**src/rtl/timer_pkg.sv**
```systemverilog
// Shared definitions for the microwave timer: keypad codes, entry FSM states
// and BCD limits used by the keypad front end and the counter chain.
package timer_pkg;

   localparam logic [3:0] KEY_CLEAR    = 4'hA;
   localparam logic [3:0] KEY_START    = 4'hB;
   localparam logic [3:0] SEC_TENS_MAX = 4'd5;

   typedef enum logic [1:0] {
      IDLE  = 2'd0,
      ENTRY = 2'd1,
      LOAD  = 2'd2,
      RUN   = 2'd3
   } state_t;

   function automatic logic is_digit(input logic [3:0] code);
      return (code <= 4'd9);
   endfunction

endpackage

```
**src/rtl/key_sync_edge.sv**
```systemverilog
// Brings the asynchronous keypad strobe into the clk domain and emits a
// single-cycle pulse on each rising edge of the synchronised level.
module key_sync_edge #(
   parameter int SYNC_STAGES = 2
) (
   input  logic clk,
   input  logic clrn,
   input  logic i_async,
   output logic o_pulse
);

   logic [SYNC_STAGES-1:0] r_sync;
   logic                   r_prev;

   always_ff @(posedge clk or negedge clrn) begin
      if (!clrn) begin
         r_sync <= '0;
         r_prev <= 1'b0;
      end else begin
         r_sync[0] <= i_async;
         for (int i = 1; i < SYNC_STAGES; i++) begin
            r_sync[i] <= r_sync[i-1];
         end
         r_prev <= r_sync[SYNC_STAGES-1];
      end
   end

   // Level-to-pulse: a held key yields exactly one pulse.
   assign o_pulse = r_sync[SYNC_STAGES-1] & ~r_prev;

endmodule

```
**src/rtl/keypad_time_entry.sv**
```systemverilog
// Keypad front end of the microwave timer: builds the MM:SS BCD preset,
// loads the down-counter chain and tracks the run session until zero.
module keypad_time_entry
   import timer_pkg::*;
#(
   parameter int SYNC_STAGES = 2,
   parameter int MAX_DIGITS  = 4
) (
   input  logic       clk,
   input  logic       clrn,
   input  logic       key_valid,
   input  logic [3:0] key_code,
   input  logic       tick,
   input  logic       door_open,
   input  logic       timer_zero,
   output logic [3:0] min_tens,
   output logic [3:0] min_ones,
   output logic [3:0] sec_tens,
   output logic [3:0] sec_ones,
   output logic       loadn,
   output logic       cnt_en,
   output logic       running,
   output logic       err,
   output logic [2:0] digit_cnt
);

   localparam logic [2:0] MAX_CNT = 3'(MAX_DIGITS);

   state_t     r_state, w_state_nxt;
   logic [3:0] r_mt, r_mo, r_st, r_so;
   logic [3:0] w_mt_nxt, w_mo_nxt, w_st_nxt, w_so_nxt;
   logic [2:0] r_cnt, w_cnt_nxt;
   logic       r_loadn, w_loadn_nxt;
   logic       r_running, w_running_nxt;
   logic       r_err, w_err_nxt;
   logic       w_key_hit, w_clear, w_start, w_digit, w_reject, w_cnt_en;

   key_sync_edge #(.SYNC_STAGES(SYNC_STAGES)) u_key_sync (
      .clk     (clk),
      .clrn    (clrn),
      .i_async (key_valid),
      .o_pulse (w_key_hit)
   );

   // key_code is stable while key_valid is high, so it is consumed directly
   // on the key_hit edge.
   assign w_clear  = w_key_hit & (key_code == KEY_CLEAR);
   assign w_start  = w_key_hit & (key_code == KEY_START);
   assign w_digit  = w_key_hit & is_digit(key_code);
   assign w_reject = ({r_mt, r_mo, r_st, r_so} == 16'h0000) |
                     (r_st > SEC_TENS_MAX) | door_open;

   always_comb begin
      w_state_nxt = r_state;
      w_mt_nxt    = r_mt;
      w_mo_nxt    = r_mo;
      w_st_nxt    = r_st;
      w_so_nxt    = r_so;
      w_cnt_nxt   = r_cnt;
      w_loadn_nxt = 1'b1;
      w_err_nxt   = 1'b0;
      w_cnt_en    = 1'b0;
      case (r_state)
         IDLE, ENTRY: begin
            if (w_clear) begin
               {w_mt_nxt, w_mo_nxt, w_st_nxt, w_so_nxt} = 16'h0000;
               w_cnt_nxt   = 3'd0;
               w_state_nxt = IDLE;
            end else if (w_start) begin
               if (w_reject) begin
                  w_err_nxt = 1'b1;
               end else begin
                  w_state_nxt = LOAD;
                  w_loadn_nxt = 1'b0;
               end
            end else if (w_digit && (r_cnt < MAX_CNT)) begin
               w_mt_nxt    = r_mo;
               w_mo_nxt    = r_st;
               w_st_nxt    = r_so;
               w_so_nxt    = key_code;
               w_cnt_nxt   = r_cnt + 3'd1;
               w_state_nxt = ENTRY;
            end
         end
         LOAD: begin
            // Counters load only when enabled, so enable rides with loadn.
            w_cnt_en    = 1'b1;
            w_state_nxt = RUN;
         end
         RUN: begin
            if (w_clear || timer_zero) begin
               {w_mt_nxt, w_mo_nxt, w_st_nxt, w_so_nxt} = 16'h0000;
               w_cnt_nxt   = 3'd0;
               w_state_nxt = IDLE;
            end else begin
               w_cnt_en = tick & ~door_open;
            end
         end
         default: w_state_nxt = IDLE;
      endcase
      w_running_nxt = (w_state_nxt == RUN);
   end

   always_ff @(posedge clk or negedge clrn) begin
      if (!clrn) begin
         r_state   <= IDLE;
         r_mt      <= 4'd0;
         r_mo      <= 4'd0;
         r_st      <= 4'd0;
         r_so      <= 4'd0;
         r_cnt     <= 3'd0;
         r_loadn   <= 1'b1;
         r_running <= 1'b0;
         r_err     <= 1'b0;
      end else begin
         r_state   <= w_state_nxt;
         r_mt      <= w_mt_nxt;
         r_mo      <= w_mo_nxt;
         r_st      <= w_st_nxt;
         r_so      <= w_so_nxt;
         r_cnt     <= w_cnt_nxt;
         r_loadn   <= w_loadn_nxt;
         r_running <= w_running_nxt;
         r_err     <= w_err_nxt;
      end
   end

   assign min_tens  = r_mt;
   assign min_ones  = r_mo;
   assign sec_tens  = r_st;
   assign sec_ones  = r_so;
   assign digit_cnt = r_cnt;
   assign loadn     = r_loadn;
   assign running   = r_running;
   assign err       = r_err;
   assign cnt_en    = w_cnt_en;

endmodule
```
**config.mk**
```make
export PLATFORM = sky130hd
export DESIGN_NAME = keypad_time_entry
export DESIGN_NICKNAME = d
export VERILOG_FILES = /design/src/rtl/timer_pkg.sv /design/src/rtl/key_sync_edge.sv /design/src/rtl/keypad_time_entry.sv
export SDC_FILE = /design/constraint.sdc
export NUM_CORES = 1
export LEC_CHECK = 0
export CORE_ASPECT_RATIO = 0.8
export CORE_MARGIN = 2
export CORE_UTILIZATION = 23
export CTS_CLUSTER_DIAMETER = 200
export CTS_CLUSTER_SIZE = 8
export DETAILED_ROUTE_END_ITERATION = 8
export SYNTH_ARGS = -nofsm -noshare
export SYNTH_HDL_FRONTEND = slang
export SYNTH_HIERARCHICAL = 1
export SYNTH_SLANG_ARGS = --single-unit
```
**constraint.sdc**
```tcl
create_clock -name clk -period 1.9 [get_ports clk]
set_clock_uncertainty 0.05 [all_clocks]
set_input_delay 0.38 -clock clk [delete_from_list [all_inputs] [get_ports clk]]
set_output_delay 0.38 -clock clk [all_outputs]
set_load 0.01 [all_outputs]
```
==> flow_metrics.tcl <==
set metrics [dict create \
    run_status "finished, violations left" \
    violations_in_the_final_reports "negative setup slack" \
    max_cap_viol_count 0 \
    cts.sink_count 27 \
    rrSetupSlack_ns 0.01 \
    power.switching_w 0.000805 \
    critical_path_required_ns 1.47 \
    ctsLongestPathBuffers 2 \
    drt-vias-per-instance 4.69 \
    power.density_mw_per_mm2 1340 \
    synth_sequential_area_ratio_pct 59.3 \
    hold_path_startpoint "u_key_sync/r_sync[0]$_DFF_PN0_" \
    worstPathMaxFanout 2 \
    starting_density_of_the_core_pct 24.4 \
    finalWorstPathRequiredPeriod_ns 2.25 \
    combined_area_of_all_synthesized_cells_mm2 0.00114 \
    wirelength_mm 3.01 \
    critical_path.top_delay_family "simple AND/OR/NAND/NOR gates" \
    power.combinational.fraction_pct 41.5 \
    worst_skew_pair.late_latency_ns 0.28 \
    tritoncts "done" \
    async_flop_share_pct 100 \
    cp_slowest_stage_delay_ns 0.51 \
    placement.cell_area_mm2 0.00163 \
    layout-area-overhead-vs-synth_pct 54.4 \
    place.detailed.hpwl_mm 2.13 \
    report.final.hold_viol_count 0 \
    post_cts_hold_buffer_count 0 \
    worst_r2r_path_depth 8 \
    cts.root.buffer_cell "sky130_fd_sc_hd__clkbuf_8" \
    count_of_antenna_diodes_in_the_layout 0 \
    worst-endpoint-arrival_ns 1.82 \
    number_of_global_route_vias_before_repair 962 \
    kind_of_end_point_of_the_critical_path "output port" \
    antenna_violating_nets_post_route 0 \
    fillerInstances 448 \
    timing.hold.worst.class "reg -> reg" \
    antenna_found_initial 0 \
    period_share_pct 118 \
    synth_cell_types 32 \
    timing.rr.start "u_key_sync/r_sync[1]$_DFF_PN0_" \
    most_frequently_used_flop_master_after_synthesis "sky130_fd_sc_hd__dfrtp_1" \
    total_design_power_w 0.00236 \
    setup-violations-final 1 \
    avgRoutedWirePerCell_um 15.5 \
    power.share.switching_pct 34.1 \
    timing.slew.headroom_pct 73.7 \
    top_level_ports 33 \
    p_int_w 0.00155 \
    grtUsageTotal_pct 11.8 \
    syn_area_per_cell_um2 14.1 \
    drt_pass1_iterations 4 \
    max_freq_mhz 444 \
    clock_slew_seen_by_the_registers_of_the_worst_setup_and_hold_paths_ns 0.08 \
    die-height_um 67.0 \
    ys_seq_elements 27 \
    overall_via_count_from_detail_route 914 \
    timing_worst_slew_pin_value_ns 0.395 \
    place.port_buffers 32 \
    final_layout_size_suffix_gt1_share_pct 26.7 \
    power.leakage_nw 0.790 \
    grt_setup_unrepaired "yes" \
    synth.yosys.warnings 6 \
    cell_count_after_synthesis 81 \
    placementRows 22 \
    h_tree_level_count 1 \
    crit_slowest_cell "sky130_fd_sc_hd__or4b_4" \
    gp_congestion 0.859 \
    core_area_mm2 0.00468 \
    finish.instance_area_mm2 0.00176 \
    peakVddDrop_mv 0.507 \
    worst_slack_ns -0.350 \
    finalNetCount 147 \
    fp.dieArea_mm2 0.00555 \
    drc 0 \
    min_path_cells 0 \
    drv_slew 0 \
    timing_worst_setup_path_type "reg -> out" \
    detail_route.iter0.violations 81 \
    synth_enable_flop_cells 0 \
    die_x_um 82.8 \
    whs_endpoint "u_key_sync/r_sync[1]$_DFF_PN0_" \
    synth_nets 92 \
    crit_chain "nor2b_4, nand4b_1, nor2_2, or4b_4, a21oi_2, buf_2" \
    cp.buffers_inverters 1 \
    clock_power_share_pct 13.9 \
    startpoint_type "register" \
    grt_remaining_overflow 0 \
    grt_first_pass_wirelength_mm 4.82 \
    numCtsBuffers 3 \
    worstReg2RegEnd "sec_ones[2]$_DFFE_PN0P_" \
    power_share_of_the_sequential_group_pct 44.6 \
    grt_max_degree 28 \
]
[sequential cells by signal, summed over array words and instances, names as in the netlist]
register           cells
digit_cnt              3
u_key_sync/r_sync      2
min_ones               4
running                1
r_state                2
loadn                  1
sec_tens               4
u_key_sync/r_prev      1
min_tens               4
sec_ones               4
err                    1
[cells in the final DEF (no fill, tap or decap), types with 2 or more instances in the layout]
cell type                         count
sky130_fd_sc_hd__inv_1                2
sky130_fd_sc_hd__dfrtp_1             26
sky130_fd_sc_hd__clkbuf_8             3
sky130_fd_sc_hd__nor4_1               4
sky130_fd_sc_hd__and2_1               2
sky130_fd_sc_hd__nand2_1              2
sky130_fd_sc_hd__clkbuf_16            2
sky130_fd_sc_hd__buf_4               17
sky130_fd_sc_hd__clkdlybuf4s50_1     28
sky130_fd_sc_hd__dlygate4sd2_1        3
sky130_fd_sc_hd__a22o_1              17
[synth_stat cells, types with 2 or more instances]
master	instances	area, um^2
sky130_fd_sc_hd__a22o_1	17	149
sky130_fd_sc_hd__buf_6	2	22.5
sky130_fd_sc_hd__a21oi_1	2	10.0
sky130_fd_sc_hd__inv_1	2	7.51
sky130_fd_sc_hd__nor4_1	4	25.0
sky130_fd_sc_hd__dfrtp_1	26	651
sky130_fd_sc_hd__nand2_1	2	7.51
sky130_fd_sc_hd__and2_1	2	12.5
[power groups by stage]
stage | Clock, W | Combinational, W | Sequential [W]
2_1_floorplan | 0 | 0.000334 | 0.00108
3_3_place_gp | 0 | 0.000916 | 0.00105
3_5_place_dp | 0 | 0.000931 | 0.00106
4_1_cts | 0.000331 | 0.000954 | 0.00105
5_1_grt | 0.000361 | 0.00106 | 0.00109
6_report | 0.000327 | 0.000980 | 0.00105
[kinds of logic (layout without fill, tap and decap cells)]
group / Yosys count / after routing / share of synthesized area [%]
adders and majority gates: 1 / 1 / 1.10
DFF: 27 / 27 / 59.3
AOI/OAI and AO/OA: 28 / 28 / 21.5
muxes: 2 / 2 / 1.86
and+or+nand+nor: 19 / 19 / 13.7
buffers and inverters: 4 / 58 / 2.63
[timing repair]
action / in CTS / in global routing
buffers inserted: 4 / 0
gates cloned: 0 / 2
resized for setup: 9 / 1
pin swaps: 5 / 5
setup endpoints to repair: 18 / 5
[per-stage QoR]
stage | utilization [%] | hold WS, ns | instances | setup WS (ns) | setup TNS, ns
after floorplan | - | 0.0344 | 81 | 0.0291 | 0
after global placement | 34.8 | 0.285 | 186 | -0.773 | -5.75
after detailed placement | 34.8 | 0.299 | 186 | -0.793 | -6.95
after CTS | 36.7 | 0.319 | 194 | -0.356 | -0.356
after global routing | 37.7 | 0.335 | 195 | -0.420 | -0.766
final | 37.7 | 0.315 | 195 | -0.350 | -0.350
[cell type report]
| type | instances | area, um^2 | area share (%) |
|---|---|---|---|
| Sequential cell | 27 | 677 | 38.4 |
| Timing Repair Buffer | 52 | 509 | 28.9 |
| Multi-Input combinational cell | 50 | 450 | 25.5 |
| Tap cell | 60 | 75.1 | 4.26 |
| Clock buffer | 4 | 45.0 | 2.55 |
| Inverter | 2 | 7.51 | 0.426 |
[layer usage]
| metal | vias to the layer above | track usage (%) | routed length, um |
|---|---|---|---|
| li1 | 422 | - | - |
| met1 | 456 | 15.2 | 1340 |
| met5 | - | 0 | 0 |
| met2 | 26 | 17.5 | 1410 |
| met3 | 10 | 3.52 | 145 |
| met4 | 0 | 6.76 | 114 |
[worst max-delay path by stage]
stage | start | endpoint | slack [ns] | cells after the start
final | u_key_sync/r_sync[1]$_DFF_PN0_ | cnt_en | -0.35 | 6
after global routing | u_key_sync/r_sync[1]$_DFF_PN0_ | cnt_en | -0.42 | 6
after floorplan | u_key_sync/r_sync[1]$_DFF_PN0_ | cnt_en | 0.03 | 5
after global placement | key_code[2] | cnt_en | -0.77 | 6
after detailed placement | key_code[2] | cnt_en | -0.79 | 6
after CTS | u_key_sync/r_sync[1]$_DFF_PN0_ | cnt_en | -0.36 | 6
Note: power is estimated with default switching activity, not from simulation.
